`src/rtl/imm_extend_pipe.sv`:
```
// imm_extend_pipe
//  Pipelined immediate-extension unit. Widens an IN_W-bit immediate to OUT_W
//  bits (zero / sign / upper / branch offset) and presents the result through
//  an output register backed by one skid entry. in_ready depends only on the
//  skid state, so there is no combinational path from out_ready to in_ready.
//
//  Optional feature: define IMM_EXT_PERF_EN to add the 32-bit out_count port,
//  which counts output transfers. It is cleared by rst only, not by flush.
module imm_extend_pipe #(
  parameter int IN_W  = 16,
  parameter int OUT_W = 32
) (
  input  logic             clk,
  input  logic             rst,
  input  logic             flush,
  input  logic             in_valid,
  output logic             in_ready,
  input  logic [IN_W-1:0]  imm_in,
  input  logic [1:0]       mode,
  output logic             out_valid,
  input  logic             out_ready,
  output logic [OUT_W-1:0] imm_out
`ifdef IMM_EXT_PERF_EN
  ,
  output logic [31:0]      out_count
`endif
);

  // Extension modes: 00 zero, 01 sign, 10 upper (LUI), 11 branch offset.
  function automatic logic [OUT_W-1:0] ext(input logic [IN_W-1:0] imm,
                                           input logic [1:0]      m);
    logic [OUT_W-1:0] sx;
    sx = {{(OUT_W-IN_W){imm[IN_W-1]}}, imm};
    case (m)
      2'b00:   ext = {{(OUT_W-IN_W){1'b0}}, imm};
      2'b01:   ext = sx;
      2'b10:   ext = {imm, {(OUT_W-IN_W){1'b0}}};
      2'b11:   ext = {sx[OUT_W-3:0], 2'b00};
      default: ext = {OUT_W{1'b0}};
    endcase
  endfunction

  logic             r_out_v;
  logic [OUT_W-1:0] r_out_d;
  logic             r_sk_v;
  logic [OUT_W-1:0] r_sk_d;

  logic             w_accept;
  logic             w_xfer;
  logic [OUT_W-1:0] w_ext;

  // Handshake decode; ready is a function of skid occupancy and reset only.
  always_comb begin
    in_ready  = !r_sk_v && !rst;
    w_accept  = in_valid && in_ready;
    w_xfer    = r_out_v && out_ready;
    w_ext     = ext(imm_in, mode);
    out_valid = r_out_v;
    imm_out   = r_out_d;
  end

  // Output register and skid entry: refill from skid first, then from input.
  always_ff @(posedge clk) begin
    if (rst || flush) begin
      r_out_v <= 1'b0;
      r_out_d <= {OUT_W{1'b0}};
      r_sk_v  <= 1'b0;
      r_sk_d  <= {OUT_W{1'b0}};
    end else if (!r_out_v || out_ready) begin
      if (r_sk_v) begin
        r_out_d <= r_sk_d;
        r_out_v <= 1'b1;
        r_sk_v  <= 1'b0;
      end else begin
        r_out_v <= w_accept;
        if (w_accept) begin
          r_out_d <= w_ext;
        end else begin
          r_out_d <= r_out_d;
        end
      end
    end else begin
      if (w_accept) begin
        r_sk_d <= w_ext;
        r_sk_v <= 1'b1;
      end else begin
        r_sk_d <= r_sk_d;
        r_sk_v <= r_sk_v;
      end
    end
  end

`ifdef IMM_EXT_PERF_EN
  logic [31:0] r_out_count;

  // Transfer counter; a transfer on a reset/flush edge is discarded, not counted.
  always_ff @(posedge clk) begin
    if (rst) begin
      r_out_count <= 32'd0;
    end else if (w_xfer && !flush) begin
      r_out_count <= r_out_count + 32'd1;
    end else begin
      r_out_count <= r_out_count;
    end
  end

  assign out_count = r_out_count;
`else
  logic w_xfer_unused;
  assign w_xfer_unused = w_xfer;
`endif

endmodule
```
`config.mk`:
```
export PLATFORM = sky130hd
export DESIGN_NAME = imm_extend_pipe
export DESIGN_NICKNAME = d
export VERILOG_FILES = /design/src/rtl/imm_extend_pipe.sv
export SDC_FILE = /design/constraint.sdc
export NUM_CORES = 1
export LEC_CHECK = 0
export ABC_AREA = 1
export CAP_MARGIN = 20
export CORE_MARGIN = 5
export CORE_UTILIZATION = 55
export CTS_BUF_LIST = sky130_fd_sc_hd__clkbuf_16
export DETAILED_ROUTE_END_ITERATION = 6
export DONT_BUFFER_PORTS = 1
export GPL_TIMING_DRIVEN = 0
export PLACE_DENSITY = 0.7
export SYNTH_ARGS = -nofsm -noshare
export SYNTH_HDL_FRONTEND = slang
export SYNTH_SLANG_ARGS = --single-unit
```
`constraint.sdc`:
```
create_clock -name clk -period 1.22 [get_ports clk]
set_input_delay 0.244 -clock clk [delete_from_list [all_inputs] [get_ports clk]]
set_output_delay 0.244 -clock clk [all_outputs]
set_load 0.005 [all_outputs]
```
Word level (Yosys, flattened, before mapping)
Index checks and enable logic that the tools add are counted. W data, S select, Z words.

Flip-flop bits (word level): 66. Input bits: 23. Output and inout port bits: 34. Logic and storage cells: 24.

Eq/ne operators: 3. Multiplexer cells: 4. Bitwise operators: 1. Reduce and logical (&&, ||, !) cells: 12.

Operators with widths (count): $pmux W32 S4 (1); $mux W32 (2); $eq A2 B2 Y1 const B (2); $reduce_and A2 Y1 (2); $logic_not A1 Y1 (3); $eq A2 B1 Y1 const B (1); $logic_and A1 B1 Y1 (2); $logic_not A2 Y1 (1); $logic_or A1 B1 Y1 (2); $reduce_bool A2 Y1 (1); $reduce_or A2 Y1 (1); $mux W1 (1); $not A1 Y1 (1).

Logic depth before layout (Yosys ltp)
Depth in word-level cells: 5. Mapped depth: 7. Mapped depth without buffers: 6.

Worst setup path after synthesis
OpenSTA, ideal clock, no wires.

Kind: flip-flop to flip-flop. From: register r_sk_v. To: register r_out_d[0] (netlist: imm_out[0]). Library setup time: 116 ps. Data arrival time: 984 ps. Path slack: 120 ps. Cell stages (with the launch flop): 6. Buffers on the path: 1. Cell sequence: dfxtp_1 -> o21bai_4 -> nand2_1 -> buf_2 -> o21ai_0 -> nor2_1.

Cells in the longest elaborated chain, start to end: 5.

Ends and longest elaborated chain: start: declaration (RTL line 45) `logic r_sk_v;`; start signal: assignment (RTL line 88) `r_sk_v <= r_sk_v;`; $logic_not A1 Y1 (RTL line 54) `in_ready = !r_sk_v && !rst;`; $logic_and A1 B1 Y1 (RTL line 54); $logic_and A1 B1 Y1 (RTL line 55) `w_accept = in_valid && in_ready;`; $reduce_bool A2 Y1 (no line); $reduce_and A2 Y1 (no line); end signal: assignment (RTL line 66) `r_out_d <= {OUT_W{1'b0}};`; end signal: assignment (RTL line 71) `r_out_d <= r_sk_d;`; end signal: assignment (RTL line 77) `r_out_d <= w_ext;`; end: declaration (RTL line 44) `logic [OUT_W-1:0] r_out_d;`.

Parallel ways exist; a longest one is shown, timed or not. A chain may end at the register's enable or synchronous reset.

Worst setup path in the final report
From: register r_sk_v. To: register r_sk_d[5].

Cells in the longest elaborated chain, start to end: 4.

Ends and longest elaborated chain: $logic_not A1 Y1 (RTL line 54); $logic_and A1 B1 Y1 (RTL line 54); via in_ready (RTL line 17) `output logic in_ready,`; $logic_and A1 B1 Y1 (RTL line 55); $reduce_and A2 Y1 (no line); end signal: assignment (RTL line 68) `r_sk_d <= {OUT_W{1'b0}};`; end signal: assignment (RTL line 84) `r_sk_d <= w_ext;`; end signal: assignment (RTL line 87) `r_sk_d <= r_sk_d;`; end: declaration (RTL line 46) `logic [OUT_W-1:0] r_sk_d;`.

The timed path passes the listed nets, and every way through them passes these cells.

==> results.sh <==
export IMPL_drt_initial_drc_count=339
export IMPL_grt_start_max_net_pins=12
export IMPL_synth_commonest_cells="sky130_fd_sc_hd__nand2_1 (143), sky130_fd_sc_hd__nor2_1 (109), sky130_fd_sc_hd__dfxtp_1 (66)"
export IMPL_cts_path_max_buffers=2
export IMPL_first_global_vias=3037
export IMPL_worst_hold_path_num_cells=1
export IMPL_floorplan_die_area_um2=7640
export IMPL_outcome="finished, violations left"
export IMPL_hold_path_startpoint="flush"
export IMPL_total_negative_slack_ps=-12.2
export IMPL_setup_violations=2
export IMPL_ys_types=20
export IMPL_worstMarginPinSlew_ps=483
export IMPL_crit_reg2reg_capture="r_sk_d[5]"
export IMPL_detailroute_via_count=3409
export IMPL_i_o_pin_count=57
export IMPL_end_kind="flop"
export IMPL_post_synth_top_count_cell="sky130_fd_sc_hd__nand2_1"
export IMPL_rsz0062_at_grt="yes"
export IMPL_gp_congestion=0.918
export IMPL_yosysTopAreaCell="sky130_fd_sc_hd__dfxtp_1"
export IMPL_grt_pass1_wl_um=14800
export IMPL_track_usage_pct=24.8
export IMPL_synthFlopType="sky130_fd_sc_hd__dfxtp_1"
export IMPL_timing_hold_violations_final=0
export IMPL_wire_per_inst_um=15.0
export IMPL_power_density_cell_area_nw_per_um2=1360
export IMPL_numCtsBuffers=9
export IMPL_cts_max_level=3
export IMPL_netlist_area_um2=3290
export IMPL_chipHeight_um=87.4
export IMPL_syn_num_nets=551
export IMPL_synth_yosys_seq_area_share_pct=40.1
export IMPL_timing_final_crit_period_ps=1230
export IMPL_totalWireLength_um=9390
export IMPL_row_count=28
export IMPL_ctsRootBufferMaster="sky130_fd_sc_hd__clkbuf_16"
export IMPL_initial_core_util_pct=56.0
export IMPL_post_synth_cell_area_avg_um2=6.24
export IMPL_flow_area_growth_from_synthesis_pct=20.2
export IMPL_synth_top_cell_area_share_pct=40.1
export IMPL_clock_sinks=66
export IMPL_pre_antenna_drt_iters=5
export IMPL_tritoncts="built"
export IMPL_syn_inst=528
export IMPL_p_leak_nw=1.86
export IMPL_cts_clock_pin_slew_for_the_worst_setup_and_hold_paths_ps=50
export IMPL_post_synth_main_area_contributors="sky130_fd_sc_hd__dfxtp_1 (40%), sky130_fd_sc_hd__nand2_1 (16%), sky130_fd_sc_hd__nor2_1 (12%), sky130_fd_sc_hd__nand3_1 (9.9%), sky130_fd_sc_hd__a21oi_1 (5.0%)"
export IMPL_startpoint_of_the_worst_register_to_register_path="r_sk_v"
export IMPL_detail_route_antenna_nets=0
export IMPL_final_nets=571
export IMPL_critical_path_required_ps=1480
export IMPL_endpoint_of_the_worst_hold_timing_path="out_valid"
export IMPL_clock_skew_final_ps=4.15
export IMPL_placedInstanceArea_um2=3390
export IMPL_core_area_um2=5890
export IMPL_finalCritPeriodShare_pct=101
export IMPL_failing_checks="negative setup slack"
export IMPL_crit_fanout=8
export IMPL_postSynth_asyncResetShare_pct=0
export IMPL_achievable_frequency_mhz=812
export IMPL_reg2reg_slack_ps=-10
export IMPL_slew_headroom_pct=67.8
export IMPL_timing_max_transition_violations_final=0
export IMPL_vias_per_cell=5.43
export IMPL_post_route_worst_setup_slack_ps=-11.8
export IMPL_antennaDiodeCount=0
export IMPL_synth_edf_count=0
export IMPL_drv_max_cap_violation_count=0
export IMPL_synth_seq_cells=66
export IMPL_cp_data_arrival_time_ps=1490
export IMPL_io_buffers=0
export IMPL_worstHoldPathType="input port to flop"
export IMPL_grt_ovfl_total=0
export IMPL_insertion_delay_ps=330
export IMPL_final_area_um2=3960
export IMPL_r2r_worst_path_cells=7
export IMPL_setup_worst_path_start_class="flop"
export IMPL_post_layout_cell_count=628
export IMPL_layout_drive_gt1_share_pct=14.1
export IMPL_timing_hold_ws_ps=5.96
export IMPL_placed_cells=603
export IMPL_ys_warn_count=0
export IMPL_antenna_found_initial=0
export IMPL_vdd_ir_drop_max_mv=0.967
export IMPL_setup_worst_path_class="flop to flop"
export IMPL_drc=0
export IMPL_hpwlAfterDp_um=6540
export IMPL_die_w_um=87.4
flip-flops by register name, summed over array words and instances, names as in the netlist:
signal and cells:
r_sk_d 32, imm_out 32, r_sk_v 1, out_valid 1
final cells by class:
class                      instances  area, µm²
buffer                            37        279
clock buffer                       9        225
clock inverter                     7       83.8
fill                             537       1930
inverter                          35        133
multi-input combinational        390       1730
sequential                        66       1330
tap                               75       93.8
timing repair buffer               9       87.6
placed cells by master, fill, tap and decap left out, drive strengths merged:
| cell type | synthesis | routed |
|---|---|---|
| nand2 | 144 | 144 |
| nor2 | 111 | 111 |
| dfxtp | 66 | 66 |
| nand3 | 65 | 65 |
| buf | 33 | 40 |
| inv | 34 | 34 |
| a21oi | 33 | 33 |
| o21ai | 33 | 33 |
| clkbuf | 4 | 15 |
| clkinv | 1 | 5 |
| bufinv | 0 | 2 |
| o21bai | 1 | 1 |
| nand4 | 1 | 1 |
| o31ai | 1 | 1 |
| a21boi | 1 | 1 |
| clkinvlp | 0 | 1 |
per-stage QoR:
| stage | util (%) | power [mW] | worst slack, ps |
|---|---|---|---|
| final | 67.3 | 5.40 | -11.8 |
| after global placement | 57.6 | 2.69 | -151 |
| after floorplan | - | 2.61 | 120 |
| after global routing | 67.3 | 5.59 | -67.4 |
| after CTS | 64.4 | 5.38 | -17.6 |
| after detailed placement | 57.6 | 2.70 | -188 |
per-layer routing:
metal	wire, µm	vias up	track usage [%]	part of all wire, %
met5	0	-	0	0
met4	146	0	8.65	1.6
met3	915	20	5.68	9.7
met2	4290	152	37.9	46
met1	4040	1529	34.3	43
li1	-	1708	-	-
report_power, final:
| part | leakage (nW) | total [mW] | switching (mW) | internal [mW] |
|---|---|---|---|---|
| registers | 0.536 | 2.22 | 0.0280 | 2.20 |
| logic | 1.18 | 0.476 | 0.308 | 0.168 |
| clock network | 0.148 | 2.70 | 0.935 | 1.76 |
| total | 1.86 | 5.40 | 1.27 | 4.13 |
worst max path at each step:
stage,start,endpoint,slack (ps),cells past startpoint
2_1_floorplan,r_sk_v,imm_out[0],120,5
3_3_place_gp,out_valid,imm_out[8],-150,5
3_5_place_dp,out_valid,imm_out[11],-190,5
4_1_cts,r_sk_v,imm_out[4],-20,6
5_1_grt,r_sk_v,r_sk_d[13],-70,7
6_report,r_sk_v,r_sk_d[5],-10,7
cell families after synthesis:
family	after synthesis	synth area share [%]
compound gates	69	11.1
flops	66	40.1
buf+inv	72	9.49
simple gates	321	39.3
timing repair:
| action | 4_1_cts | 5_1_grt |
|---|---|---|
| hold buffers | 0 | 0 |
| endpoints found under the hold margin | 0 | 0 |
| cloned | 0 | 3 |
| setup endpoints to repair | 60 | 62 |
| gates resized for setup | 24 | 60 |
| pin swaps | 1 | 14 |
| buffers inserted | 4 | 2 |
critical path, stage by stage (launching register included):
cell and delay (ps):
sky130_fd_sc_hd__dfxtp_4 360, sky130_fd_sc_hd__nor2_4 120, sky130_fd_sc_hd__nand2_2 80, sky130_fd_sc_hd__nor2_4 120, sky130_fd_sc_hd__buf_12 140, sky130_fd_sc_hd__buf_8 120
sky130_fd_sc_hd__o21ai_1 70, sky130_fd_sc_hd__nor2_1 150
Power figures use the tool's default switching activity.
